### src/rtl/bypass_network.sv
// bypass_network: operand-forwarding unit placed between the ID/EX latch and
// the ALU inputs. Tracks DEPTH in-flight writebacks (stage 0 = youngest) and,
// for each of NREAD read ports, forwards the youngest matching entry. If that
// entry has no data yet, the port falls back to the register file and stall
// is raised.
// Optional feature macro: BYPASS_STATS_EN adds saturating fwd_hits and
// stall_cycles counters.
module bypass_network #(
  parameter int WIDTH   = 32,
  parameter int NREAD   = 2,
  parameter int DEPTH   = 2,
  parameter int REGBITS = 5,
  localparam int SELW   = $clog2(DEPTH + 1)
) (
  input  logic                       CLK,
  input  logic                       RST,
  input  logic                       advance,
  input  logic                       flush,
  input  logic                       issue_valid,
  input  logic [REGBITS-1:0]         issue_wsel,
  input  logic [DEPTH-1:0]           fill_valid,
  input  logic [DEPTH*WIDTH-1:0]     fill_data,
  input  logic [NREAD*REGBITS-1:0]   rsel,
  input  logic [NREAD*WIDTH-1:0]     rdat_rf,
  output logic [NREAD*WIDTH-1:0]     operand,
  output logic [NREAD*SELW-1:0]      fwd_sel,
  output logic                       stall
`ifdef BYPASS_STATS_EN
  ,
  output logic [15:0]                fwd_hits,
  output logic [15:0]                stall_cycles
`endif
);

  // Registered in-flight entry state
  logic               ent_vld_p0  [DEPTH];
  logic [REGBITS-1:0] ent_wsel_p0 [DEPTH];
  logic               ent_rdy_p0  [DEPTH];
  logic [WIDTH-1:0]   ent_dat_p0  [DEPTH];

  // Entry contents with this cycle's fill applied
  logic               fil_rdy [DEPTH];
  logic [WIDTH-1:0]   fil_dat [DEPTH];

  // Per-port winner: select code, and whether the winner holds data
  logic [SELW-1:0]    win_sel [NREAD];
  logic               win_rdy [NREAD];
  logic [WIDTH-1:0]   win_dat [NREAD];

  // Merge the per-stage fill into each entry
  always_comb begin
    for (int k = 0; k < DEPTH; k++) begin
      fil_rdy[k] = ent_rdy_p0[k] | fill_valid[k];
      fil_dat[k] = fill_valid[k] ? fill_data[k*WIDTH +: WIDTH] : ent_dat_p0[k];
    end
  end

  // Entry shift register: reset > flush > advance > in-place fill
  always_ff @(posedge CLK) begin
    if (RST) begin
      for (int k = 0; k < DEPTH; k++) begin
        ent_vld_p0[k]  <= 1'b0;
        ent_wsel_p0[k] <= '0;
        ent_rdy_p0[k]  <= 1'b0;
        ent_dat_p0[k]  <= '0;
      end
    end else if (flush) begin
      for (int k = 0; k < DEPTH; k++) begin
        ent_vld_p0[k] <= 1'b0;
      end
    end else if (advance) begin
      ent_vld_p0[0]  <= issue_valid;
      ent_wsel_p0[0] <= issue_wsel;
      ent_rdy_p0[0]  <= 1'b0;
      ent_dat_p0[0]  <= '0;
      for (int k = 1; k < DEPTH; k++) begin
        ent_vld_p0[k]  <= ent_vld_p0[k-1];
        ent_wsel_p0[k] <= ent_wsel_p0[k-1];
        ent_rdy_p0[k]  <= fil_rdy[k-1];
        ent_dat_p0[k]  <= fil_dat[k-1];
      end
    end else begin
      for (int k = 0; k < DEPTH; k++) begin
        ent_rdy_p0[k] <= fil_rdy[k];
        ent_dat_p0[k] <= fil_dat[k];
      end
    end
  end

  // Youngest-match search per port; scanning oldest-first lets the youngest overwrite
  always_comb begin
    for (int p = 0; p < NREAD; p++) begin
      win_sel[p] = '0;
      win_rdy[p] = 1'b0;
      win_dat[p] = '0;
      for (int k = DEPTH - 1; k >= 0; k--) begin
        if (ent_vld_p0[k] && (ent_wsel_p0[k] == rsel[p*REGBITS +: REGBITS]) &&
            (rsel[p*REGBITS +: REGBITS] != '0)) begin
          win_sel[p] = SELW'(k + 1);
          win_rdy[p] = ent_rdy_p0[k];
          win_dat[p] = ent_dat_p0[k];
        end
      end
    end
  end

  // Operand mux and stall; a not-ready youngest match blocks any older ready one
  always_comb begin
    operand = '0;
    fwd_sel = '0;
    stall   = 1'b0;
    for (int p = 0; p < NREAD; p++) begin
      fwd_sel[p*SELW +: SELW] = win_sel[p];
      if ((win_sel[p] != '0) && win_rdy[p]) begin
        operand[p*WIDTH +: WIDTH] = win_dat[p];
      end else begin
        operand[p*WIDTH +: WIDTH] = rdat_rf[p*WIDTH +: WIDTH];
        if (win_sel[p] != '0) begin
          stall = 1'b1;
        end
      end
    end
  end

`ifdef BYPASS_STATS_EN
  logic [15:0] hits_now;

  function automatic logic [15:0] sat_add16(input logic [15:0] a, input logic [15:0] b);
    logic [16:0] s;
    s = {1'b0, a} + {1'b0, b};
    return s[16] ? 16'hFFFF : s[15:0];
  endfunction

  // Count ports served from a ready entry this cycle
  always_comb begin
    hits_now = '0;
    for (int p = 0; p < NREAD; p++) begin
      if ((win_sel[p] != '0) && win_rdy[p]) begin
        hits_now = hits_now + 16'd1;
      end
    end
  end

  // Saturating statistics counters; only RST clears them
  always_ff @(posedge CLK) begin
    if (RST) begin
      fwd_hits     <= '0;
      stall_cycles <= '0;
    end else begin
      fwd_hits     <= sat_add16(fwd_hits, hits_now);
      stall_cycles <= sat_add16(stall_cycles, {15'd0, stall});
    end
  end
`endif

endmodule
### config.mk
export PLATFORM = sky130hd
export DESIGN_NAME = bypass_network
export DESIGN_NICKNAME = d
export VERILOG_FILES = /design/src/rtl/bypass_network.sv
export SDC_FILE = /design/constraint.sdc
export NUM_CORES = 1
export LEC_CHECK = 0
export CORE_AREA = 2 2 123 101
export CTS_BUF_LIST = sky130_fd_sc_hd__clkbuf_8 sky130_fd_sc_hd__clkbuf_16
export DETAILED_ROUTE_END_ITERATION = 8
export DIE_AREA = 0 0 125 103
export PLACE_DENSITY_LB_ADDON = 0.3
export SYNTH_ARGS = -nofsm -noshare
export SYNTH_HDL_FRONTEND = slang
export SYNTH_SLANG_ARGS = --single-unit
export TNS_END_PERCENT = 20
### constraint.sdc
create_clock -name CLK -period 3.61 [get_ports CLK]
set_input_delay 0.722 -clock CLK [delete_from_list [all_inputs] [get_ports CLK]]
set_output_delay 0.722 -clock CLK [all_outputs]
set_load 0.03 [all_outputs]
======== Word-level counts from Yosys, hierarchy flattened ========
Memories as Yosys holds them, arrays and structs flattened.
Cells that the tools add are included.
word-level totals
  register bits after elaboration ......... 0
  memory bits (writable) .................. 78
  output and inout bits ................... 69
  memories kept ........................... 4
memories
  memory       words  bits a word  rd ports  clocked after memory_dff  wr ports  RTL line  source
  ent_dat_p0   2      32           2         0                         2         39        logic [WIDTH-1:0] ent_dat_p0 [DEPTH];
  ent_wsel_p0  2      5            2         0                         2         37        logic [REGBITS-1:0] ent_wsel_p0 [DEPTH];
  ent_rdy_p0   2      1            2         0                         2         38        logic ent_rdy_p0 [DEPTH];
  ent_vld_p0   2      1            2         0                         2         36        logic ent_vld_p0 [DEPTH];
cells by class
  eq/ne operators ......................... 4
  mux-type cells .......................... 47
  bitwise gates (word level) .............. 16
  reductions and logical operators ........ 14
operator list
  cell                 count
  $mux W32             12
  $mux W1              29
  $eq A5 B5 Y1         4
  $or A1 B1 Y1         16
  $logic_and A1 B1 Y1  10
  $mux W5              2
  $reduce_bool A5 Y1   2
  $mux W2              4
  $reduce_bool A2 Y1   2

======== Logic depth before layout (Yosys ltp) ========
Gate-level depths: netlist of the first run.
  depth after elaboration ................. 10
  mapped depth ............................ 7
  gate-level depth less buffers ........... 5

======== Least setup slack after synthesis of the first run ========
Ideal clock, no wire load.
  path type ............................... input -> output
  start ................................... input rsel[9]
  end ..................................... output operand[58]
  data arrival time ....................... 2610 ps
  required time ........................... 2888 ps
  slack ................................... 278 ps
  stages on the path ...................... 5
  buffers on the path ..................... 0
  cell sequence ........................... or4_1 nor2_1 or4_4 o31a_4 a221oi_1
between the ends
  cells in the longest elaborated chain, start to end .. 8
  elaborated cells between the ends (all ways) .. 16
  those cells by class .................... eq/ne: 2; mux: 7; reduce/logical: 7
ends and longest elaborated chain
  item                              RTL line  source
  start: declaration                23        input logic [NREAD*REGBITS-1:0] rsel,
  $eq A5 B5 Y1                      97        if (ent_vld_p0[k] && (ent_wsel_p0[k] == rsel[p*REGBITS +: REGBITS]) &&
  $logic_and A1 B1 Y1 (2 in a row)  97
  $mux W2 (2 in a row)              97
  $reduce_bool A2 Y1                114       if ((win_sel[p] != '0) && win_rdy[p]) begin
  $logic_and A1 B1 Y1               114
  $mux W32 *                        114
  end: declaration                  25        output logic [NREAD*WIDTH-1:0] operand,
Every way passes the cells marked *; elsewhere a longest branch is shown, timed or not.

======== Worst setup path after layout of the first run ========
  start ................................... input rsel[0]
  end ..................................... output operand[22]
The elaborated chain is that of the path after synthesis.

==> results of run 1 <==
[kinds of logic (layout without fill, tap and decap cells)]
logic type / after synthesis / count (layout) / synth area share
AO/OA/AOI/OAI: 107 / 107 / 0.222
XOR/XNOR: 20 / 20 / 0.0329
buffers and inverters: 134 / 373 / 0.109
flip-flops: 78 / 78 / 0.440
multiplexers: 32 / 32 / 0.0601
AND/OR/NAND/NOR: 170 / 170 / 0.136
[flip-flops by register name, summed over array words and instances, names as in the netlist]
name,cells
ent_rdy_p0,2
ent_wsel_p0,10
ent_dat_p0,64
ent_vld_p0,2
[stage by stage]
step                area [um2]  TNS, ps  hold WS, ps  std cells
floorplan                 5330        0          572        541
global placement          7780    -7470          622        911
detailed placement        7780    -7790          622        911
CTS                       8200        0          639        932
global route              8440     -236          685        932
finish                    8440        0          653        932
[worst min-delay path by stage]
stage                                   end  slack [ps]  depth (start not counted)
after floorplan            ent_vld_p0[0][1]         570                          1
after global placement     ent_vld_p0[0][1]         620                          1
after detailed placement   ent_vld_p0[0][1]         620                          1
after CTS                  ent_vld_p0[0][1]         640                          1
after global routing       ent_rdy_p0[0][0]         680                          2
final                     ent_dat_p0[0][20]         650                          2
[cell usage after synthesis]
library cell	number	area share
buf_4	3	0.0042
dlymetal6s2s_1	1	0.0023
buf_2	6	0.0056
o31a_4	1	0.0033
a221oi_2	60	0.17
nand4_1	2	0.0023
xnor2_1	16	0.026
o31a_1	1	0.0016
buf_6	6	0.013
clkbuf_1	18	0.013
or4_1	4	0.0056
nand2b_1	1	0.0012
dlygate4sd1_1	1	0.0016
o21ai_0	36	0.034
nand3_1	2	0.0019
a221oi_1	4	0.0066
edfxtp_1	78	0.44
o21ba_2	1	0.0019
nand2_1	36	0.025
and3_1	12	0.014
nor3_2	2	0.0038
or2_2	1	0.0012
inv_1	98	0.069
or4_4	2	0.0042
nor3_1	2	0.0019
mux2i_1	32	0.060
o22a_2	1	0.0019
clkinv_1	1	0.00070
o22ai_1	1	0.0012
a21o_1	2	0.0028
xor2_1	4	0.0066
nor2_1	106	0.075
[area by class of cell]
| type | count | share of cell area |
|---|---|---|
| Tap cell | 152 | 0.0225 |
| Inverter | 99 | 0.0440 |
| Multi-Input combinational cell | 329 | 0.317 |
| Timing Repair Buffer | 258 | 0.301 |
| Sequential cell | 78 | 0.277 |
| Clock inverter | 7 | 0.0107 |
| Clock buffer | 9 | 0.0267 |
[worst min-delay path: cells and delay by family, from the launching register on]
kind	cells	cell delay, ps
muxes	1	90
and+or+nand+nor	1	80
DFF	1	370
[what timing repair did]
item	in CTS	in global routing
endpoints found under the setup margin	64	52
buffers inserted	4	0
gates resized for setup	21	35
gates cloned	1	0
pin swaps	5	19
[metal layers]
| metal | vias to the layer above | wire (um) |
|---|---|---|
| li1 | 2358 | - |
| met1 | 2412 | 6940 |
| met2 | 241 | 9120 |
| met3 | 32 | 1180 |
| met4 | 0 | 364 |
| met5 | - | 0 |
[power by group]
group	switching (mW)	internal, mW	total, mW
clock network	0.361	0.602	0.962
registers	0.0401	1.07	1.11
logic	0.302	0.312	0.614
==> results.md, run 1 <==
- Run status: finished, final reports clean
- Count of nets after finishing: 925
- CP Depth: 10
- CP arrival: 2840 ps
- Slew HR: 0.231
- Total track usage: 0.265
- Mapped Nets: 691
- Die area: 12,900 um2
- CP delay by family, top: buffers and inverters
- Area of the core: 11,800 um2
- Clock skew: 3.28 ps
- Total grt overflow: 0
- Largest net degree at the start of global routing: 35
- Type of origin of the critical path: input port
- GRT met1 Usage: 0.313
- Die width: 125 um
- Drt total wl: 17,600 um
- R2R Path End: ent_dat_p0[0][61]
- Die Ht: 103 um
- Area Overhead vs Synth: 58.5%
- Slew at the pin with the worst max-slew slack: 1150 ps
- Worst vdd ir: 0.246 mV
- Hold_buf cts: 0
- Routed WL per cell: 18.9 um
- DP Wirelength: 12,400 um
- CP bufs+invs: 5
- Initial Utilization: 0.451
- Post-layout util: 0.715
- Crit path cell chain: dlygate4sd2_1, or4_4, nor2_4, or4_4, buf_4, nor3_4, buf_4, buf_12, a221oi_2, buf_4
- Share of layout cells above drive strength 1: 0.263
- Fin. Hold Viols: 0
- Clk Latency, worst-skew pair: 330 ps
- Routing usage on met3: 0.0529
- First-pass GRT wire length: 26,700 um
- Iteration-0 DRC count of the detailed router: 319
- Pwr dens: 318 nW/um2
- Worst path required time: 2890 ps
- Critical Path Sink Type: primary output
- Total Power: 2.69 mW
- CTS tree: yes
- Max H-tree Level: 3
- Final setup margin: 51.0 ps
- Clock-pin slew on the worst setup and hold paths: 60 ps
- Met2 Usage GRT: 0.486
- Avg Cell Area, Syn: 9.85 um2
- IO buf count: 218
- Clock buffer depth: 2
- Drt first pass iters: 4
- Diodes inserted: 0
- Setup CP Type: in2out
- Final count of pins violating max slew: 0
- Global route hottest layer: met2
- Max_cap viols: 0
- DRC viols: 0
- Worst-path fanout max: 18
- Via count: 5,043
- Routability cong.: 0.896
- Seq cells post-synth: 78
- CP max stage delay: 550 ps
- Antenna Nets Post-Route: 0
- Sinks on Clock Net: 78
- Worst Setup EP: operand[22]
- Sequential area share after synthesis: 0.440
- # setup viols final: 0
- Fin crit share: 0.986
- Vias in the first global route: 5,251
- Row count: 36
- Reg2reg start: ent_dat_p0[0][29]
- Most frequent cells in the layout: 140 x clkdlybuf4s50_1, 104 x nor2_1, 99 x inv_1
- Routed vias/inst: 5.41
- I/O pin cnt: 219
- Total CTS buffers: 9
- R2R depth: 2
- Initial antenna violation count: 0
- R2r setup slk: 2600 ps
- Final min period: 3560 ps
- Cells after Synth: 541
- Multi-input logic area: 2680 um2
- Slowest cell on crit path: or4_4
- Most common cell after layout, fill and taps aside: clkdlybuf4s50_1
- Max Clk Rate: 281 MHz
- Netlist cell types: 32
- Root Driver: clkbuf_16
- Layout fillers: 869
- CP Launch Point: rsel[0]
- Synth warn: 0
- Critical hold path startpoint: ent_dat_p0[0][20]
- Worst hold-check path type: reg2reg
- Netlist Area Pre-Place: 5330 um2
- Reg area: 2340 um2
- Dpl ws: -190 ps
- Leakage power: 3.62 nW
- Most frequent CP cell: buf_4
No activity file was read; power rests on OpenSTA's default activity.
==> run 2, diff against run 1 <==
--- a/config.mk
+++ b/config.mk
@@ -5,10 +5,12 @@
 export SDC_FILE = /design/constraint.sdc
 export NUM_CORES = 1
 export LEC_CHECK = 0
-export CORE_AREA = 2 2 123 101
+export CORE_AREA = 2 2 108 89
 export CTS_BUF_LIST = sky130_fd_sc_hd__clkbuf_8 sky130_fd_sc_hd__clkbuf_16
+export CTS_CLUSTER_DIAMETER = 80
 export DETAILED_ROUTE_END_ITERATION = 8
-export DIE_AREA = 0 0 125 103
+export DIE_AREA = 0 0 110 91
+export DONT_BUFFER_PORTS = 1
 export PLACE_DENSITY_LB_ADDON = 0.3
 export SYNTH_ARGS = -nofsm -noshare
 export SYNTH_HDL_FRONTEND = slang
==> constraint.sdc (replaced) <==
create_clock -name CLK -period 4.14 [get_ports CLK]
set_input_delay 0.828 -clock CLK [delete_from_list [all_inputs] [get_ports CLK]]
set_output_delay 0.828 -clock CLK [all_outputs]
set_load 0.03 [all_outputs]
==> run 2 against run 1 <==
Wire length down 17%. Critical path type unchanged. Flip-flop and latch count unchanged. Sequential power down 13%. Critical path depth shrank 4. Highest routed layer unchanged. Power decreased by 33%. Combinational power down 52%. Die area decreased by 22%. Core utilization decreased by 7.4 points. Non-clock buffer count fell by 230. Register-to-register slack improved by 480 ps.
==> results.md, run 2 (synthesis gave the netlist of run 1 again) <==
- Run status: finished, final reports clean
- Die area: 10,000 um2
- Hold Slack: 641 ps
- Most common cell after layout, fill and taps aside: nor2_1
- Routed WL per cell: 21.9 um
- First-pass GRT wire length: 21,500 um
- Fin. Hold Viols: 0
- Post-CTS Resized: 0
- Largest net degree at the start of global routing: 35
- Die Ht: 91 um
- Drt first pass iters: 5
- Count of nets after finishing: 695
- Initial Utilization: 0.600
- Antenna Nets Post-Route: 0
- Root Driver: clkbuf_8
- Flip-flop count of the largest register after layout: 64
- Diodes inserted: 0
- Die width: 110 um
- CP Launch Point: rsel[0]
- Share of layout cells above drive strength 1: 0.204
- # setup viols final: 0
- Worst-path fanout max: 32
- Clock skew: 5.86 ps
- DRC viols: 0
- Most frequent cells in the layout: 106 x nor2_1, 99 x inv_1, 78 x edfxtp_1
- CTS tree: yes
- Pwr dens: 315 nW/um2
- Final count of pins violating max slew: 0
- Critical Path Sink Type: primary output
- Worst hold-check path type: reg2reg
- Critical hold path startpoint: ent_rdy_p0[0][0]
- Post-layout util: 0.641
- Sinks on Clock Net: 78
- I/O pin cnt: 219
- Hold_buf cts: 0
- Setup CP Type: in2out
- Fin crit share: 0.957
- Via count: 4,185
- Iteration-0 DRC count of the detailed router: 306
- Slew HR: 0.239
- Area of the core: 8880 um2
- Total CTS buffers: 9
- R2R depth: 2
- Type of origin of the critical path: input port
- Total Power: 1.80 mW
- Leakage power: 2.44 nW
- DP Wirelength: 9870 um
- R2r setup slk: 3080 ps
- Clk Latency, worst-skew pair: 330 ps
- Dpl cells: 641
- Routability cong.: 1.00
- Max Clk Rate: 252 MHz
- Clock buffer depth: 2
- Clock-pin slew on the worst setup and hold paths: 80 ps
- Max H-tree Level: 3
- Row count: 31
- Total track usage: 0.282
- R2R Path End: ent_dat_p0[0][59]
- Initial antenna violation count: 0
- Worst vdd ir: 0.175 mV
- Worst Setup EP: operand[31]
- Final min period: 3960 ps
- Drt total wl: 14,500 um
- Area Overhead vs Synth: 6.95%
- CP arrival: 3130 ps
- Top reg by flops: ent_dat_p0
- RSZ-0062 raised after global routing: false
- Slew at the pin with the worst max-slew slack: 1140 ps
- IO buf count: 0
- Total grt overflow: 0
- Worst path required time: 3310 ps
- Routed vias/inst: 6.30
- Post-Layout Cell Count: 664
- Max_cap viols: 0
- Reg2reg start: ent_dat_p0[0][27]
- Top Registers: ent_dat_p0 x64, ent_wsel_p0 x10
- Vias in the first global route: 4,068
## run 2: cell count changes in the layout (fill, tap and decap cells not counted), moves of 12 or more
| cell | change |
|---|---|
| a221oi_4 | -15 |
| buf_6 | -13 |
| buf_4 | -53 |
| a221oi_2 | +12 |
| buf_12 | -12 |
| clkdlybuf4s50_1 | -140 |
## run 2: worst min path at each step
| stage | end | depth (start not counted) | slack [ps] |
|---|---|---|---|
| 3_5_place_dp | ent_rdy_p0[0][0] | 2 | 620 |
| 6_report | ent_rdy_p0[0][0] | 2 | 640 |
| 3_3_place_gp | ent_rdy_p0[0][0] | 2 | 610 |
| 4_1_cts | ent_rdy_p0[0][0] | 2 | 640 |
| 5_1_grt | ent_dat_p0[0][56] | 2 | 670 |
| 2_1_floorplan | ent_vld_p0[0][1] | 1 | 570 |
## run 2: final cells by class
class                      instances  area [um2]
sequential                        78        2340
tap                              115         144
inverter                          99         372
clock buffer                       9         124
timing repair buffer              28         235
fill                             718        3180
multi-input combinational        329        2430
clock inverter                     6        55.1
## run 2: critical path, cell delays in order
cell	delay, ps
or4_1	500
nor2_1	230
or4_4	230
o31a_2	880
a221oi_1	190
buf_4	250
## run 2: routing by layer
| metal | GRT usage | wire, um | vias to the layer above |
|---|---|---|---|
| met4 | 0.0749 | 256 | 0 |
| met5 | 0 | 0 | - |
| met1 | 0.340 | 5610 | 1989 |
| met3 | 0.0790 | 1460 | 29 |
| li1 | - | - | 1892 |
| met2 | 0.491 | 7210 | 275 |
## run 2: through the flow
step           TNS [ps]  setup slack [ps]  instance area, um2
2_1_floorplan         0               596                5330
3_3_place_gp          0              42.3                5450
3_5_place_dp      -32.3             -32.3                5450
4_1_cts               0              11.1                5630
5_1_grt               0              35.0                5700
6_report              0               178                5700
## run 2: power by group
part           switching, mW  internal (mW)  total (mW)
registers             0.0332          0.931       0.964
logic                  0.199         0.0964       0.296
clock network          0.268          0.269       0.537
total                  0.500           1.30        1.80
## run 2: repair_timing
item / 4_1_cts / 5_1_grt
setup buffers: 0 / 8
endpoints found under the setup margin: 1 / 16
pin swaps: 1 / 1
==> run 3, diff against run 2 <==
--- a/config.mk
+++ b/config.mk
@@ -5,11 +5,12 @@
 export SDC_FILE = /design/constraint.sdc
 export NUM_CORES = 1
 export LEC_CHECK = 0
-export CORE_AREA = 2 2 108 89
+export CAP_MARGIN = 20
+export CORE_AREA = 2 2 119 98
 export CTS_BUF_LIST = sky130_fd_sc_hd__clkbuf_8 sky130_fd_sc_hd__clkbuf_16
 export CTS_CLUSTER_DIAMETER = 80
 export DETAILED_ROUTE_END_ITERATION = 8
-export DIE_AREA = 0 0 110 91
+export DIE_AREA = 0 0 121 100
 export DONT_BUFFER_PORTS = 1
 export PLACE_DENSITY_LB_ADDON = 0.3
 export SYNTH_ARGS = -nofsm -noshare
==> run 3 against run 2 <==
Highest routed layer is now met5. Die area rose by 21%. Wire length rose by 0.83%. Maximum frequency fell by 0.82%.
==> results.md, run 3 (synthesis gave the netlist of run 1 again) <==
- Most common cell after layout, fill and taps aside: nor2_1
- R2R depth: 2
- Clock buffer depth: 2
- Total track usage: 0.238
- CP arrival: 3170 ps
- Total CTS buffers: 9
- DRC viols: 0
- Clock skew: 4.77 ps
- Setup CP Type: in2out
- Setup bufs post-CTS: 0
- Type of origin of the critical path: input port
- Clock-pin slew on the worst setup and hold paths: 60 ps
- Reg2reg start: ent_dat_p0[0][16]
- Run status: finished, final reports clean
- Routed WL per cell: 21.3 um
- Part of the power in the clock network: 0.375
- Drt first pass iters: 5
- Net Sw Power: 0.528 mW
- Flip-flop count of the largest register after layout: 64
- Area Overhead vs Synth: 8.03%
- Drt total wl: 14,700 um
- Largest net degree at the start of global routing: 35
- Worst Setup EP: operand[28]
- Count of nets after finishing: 687
- Final min period: 3990 ps
- Worst path required time: 3310 ps
- Antenna Nets Post-Route: 0
- First-pass GRT wire length: 22,100 um
- Pwr dens: 349 nW/um2
- Leakage power: 2.44 nW
- Initial antenna violation count: 1
- Layout fillers: 980
- Worst-path fanout max: 32
- Initial Utilization: 0.481
- Routed vias/inst: 5.95
- Worst vdd ir: 0.221 mV
- Final count of pins violating max slew: 0
- Total Neg Setup Slack: 0 ps
- Max Clk Rate: 250 MHz
- Sw Share: 0.262
- Fin crit share: 0.965
- Reg area: 2340 um2
- Sinks on Clock Net: 78
- Sequential power share: 0.480
- Vias in the first global route: 4,104
- Die width: 121 um
- Via count: 4,100
- CTS tree: yes
- Most frequent cells in the layout: 106 x nor2_1, 99 x inv_1, 78 x edfxtp_1
- Post-layout util: 0.519
- DP Wirelength: 10,300 um
- Total grt overflow: 0
- Share of layout cells above drive strength 1: 0.192
- Slew HR: 0.256
- Routability cong.: 0.936
- Max_cap viols: 0
- Clk Latency, worst-skew pair: 330 ps
- Iteration-0 DRC count of the detailed router: 256
- Area of the core: 11,100 um2
- R2R Path End: ent_dat_p0[0][48]
- Slew at the pin with the worst max-slew slack: 1120 ps
- Post-CTS Resized: 0
- Die Ht: 100 um
- Worst hold-check path type: reg2reg
- RSZ-0062 raised after global routing: false
- I/O pin cnt: 219
- Dpl ws: 131 ps
- CP Launch Point: rsel[0]
- Multi-input logic area: 2430 um2
- Final setup margin: 145 ps
- IO buf count: 0
- Root Driver: clkbuf_16
- Pint: 1.48 mW
- # setup viols final: 0
- Top reg by flops: ent_dat_p0
- Comb pwr share: 0.145
- Fin. Hold Viols: 0
- Max H-tree Level: 3
- Diodes inserted: 0
- Hold_buf cts: 0
- R2r setup slk: 3100 ps
- Row count: 35
- Critical Path Sink Type: primary output
- Top Registers: ent_dat_p0 x64, ent_wsel_p0 x10
- Die area: 12,100 um2
## run 3: power groups by stage
stage	Combinational (mW)	Clock (mW)	Sequential, mW
floorplan	0.251	0	0.970
global route	0.315	0.798	0.972
detailed placement	0.293	0	0.981
global placement	0.286	0	0.980
CTS	0.294	0.767	0.965
finish	0.292	0.753	0.966
## run 3: how the worst min path moves through the flow
stage | start | end | slack [ps] | cells after the start
final | ent_dat_p0[0][5] | ent_dat_p0[0][5] | 650 | 2
after detailed placement | ent_dat_p0[0][5] | ent_dat_p0[0][5] | 640 | 2
after CTS | ent_dat_p0[0][5] | ent_dat_p0[0][5] | 650 | 2
after floorplan | ent_vld_p0[0][0] | ent_vld_p0[0][1] | 570 | 1
after global routing | ent_rdy_p0[0][1] | ent_rdy_p0[0][1] | 670 | 2
after global placement | ent_rdy_p0[0][0] | ent_rdy_p0[0][0] | 610 | 2
## run 3: area by class of cell
class | count | area share
clock buffer | 9 | 0.0391
tap | 148 | 0.0322
timing repair buffer | 20 | 0.0261
inverter | 99 | 0.0646
multi-input combinational | 329 | 0.422
sequential | 78 | 0.407
clock inverter | 6 | 0.00957
## run 3: critical path: stages
cell and delay, ps:
or4_1 520, nor2_1 250, or4_4 240, o31a_2 880, a221oi_1 200, buf_4 250
## run 3: through the flow
| stage | cells | total power, mW | cell area (um2) | hold WS, ps |
|---|---|---|---|---|
| 2_1_floorplan | 541 | 1.22 | 5330 | 572 |
| 3_3_place_gp | 674 | 1.27 | 5480 | 606 |
| 3_5_place_dp | 674 | 1.27 | 5480 | 635 |
| 4_1_cts | 689 | 2.03 | 5760 | 653 |
| 5_1_grt | 689 | 2.09 | 5760 | 669 |
| 6_report | 689 | 2.01 | 5760 | 654 |
## run 3: per-layer routing
metal / vias up / wire length (um) / GRT usage
li1: 1876 / - / -
met1: 1965 / 5680 / 0.281
met2: 233 / 7370 / 0.426
met3: 24 / 1390 / 0.0693
met4: 2 / 197 / 0.0581
met5: - / 12 / 0
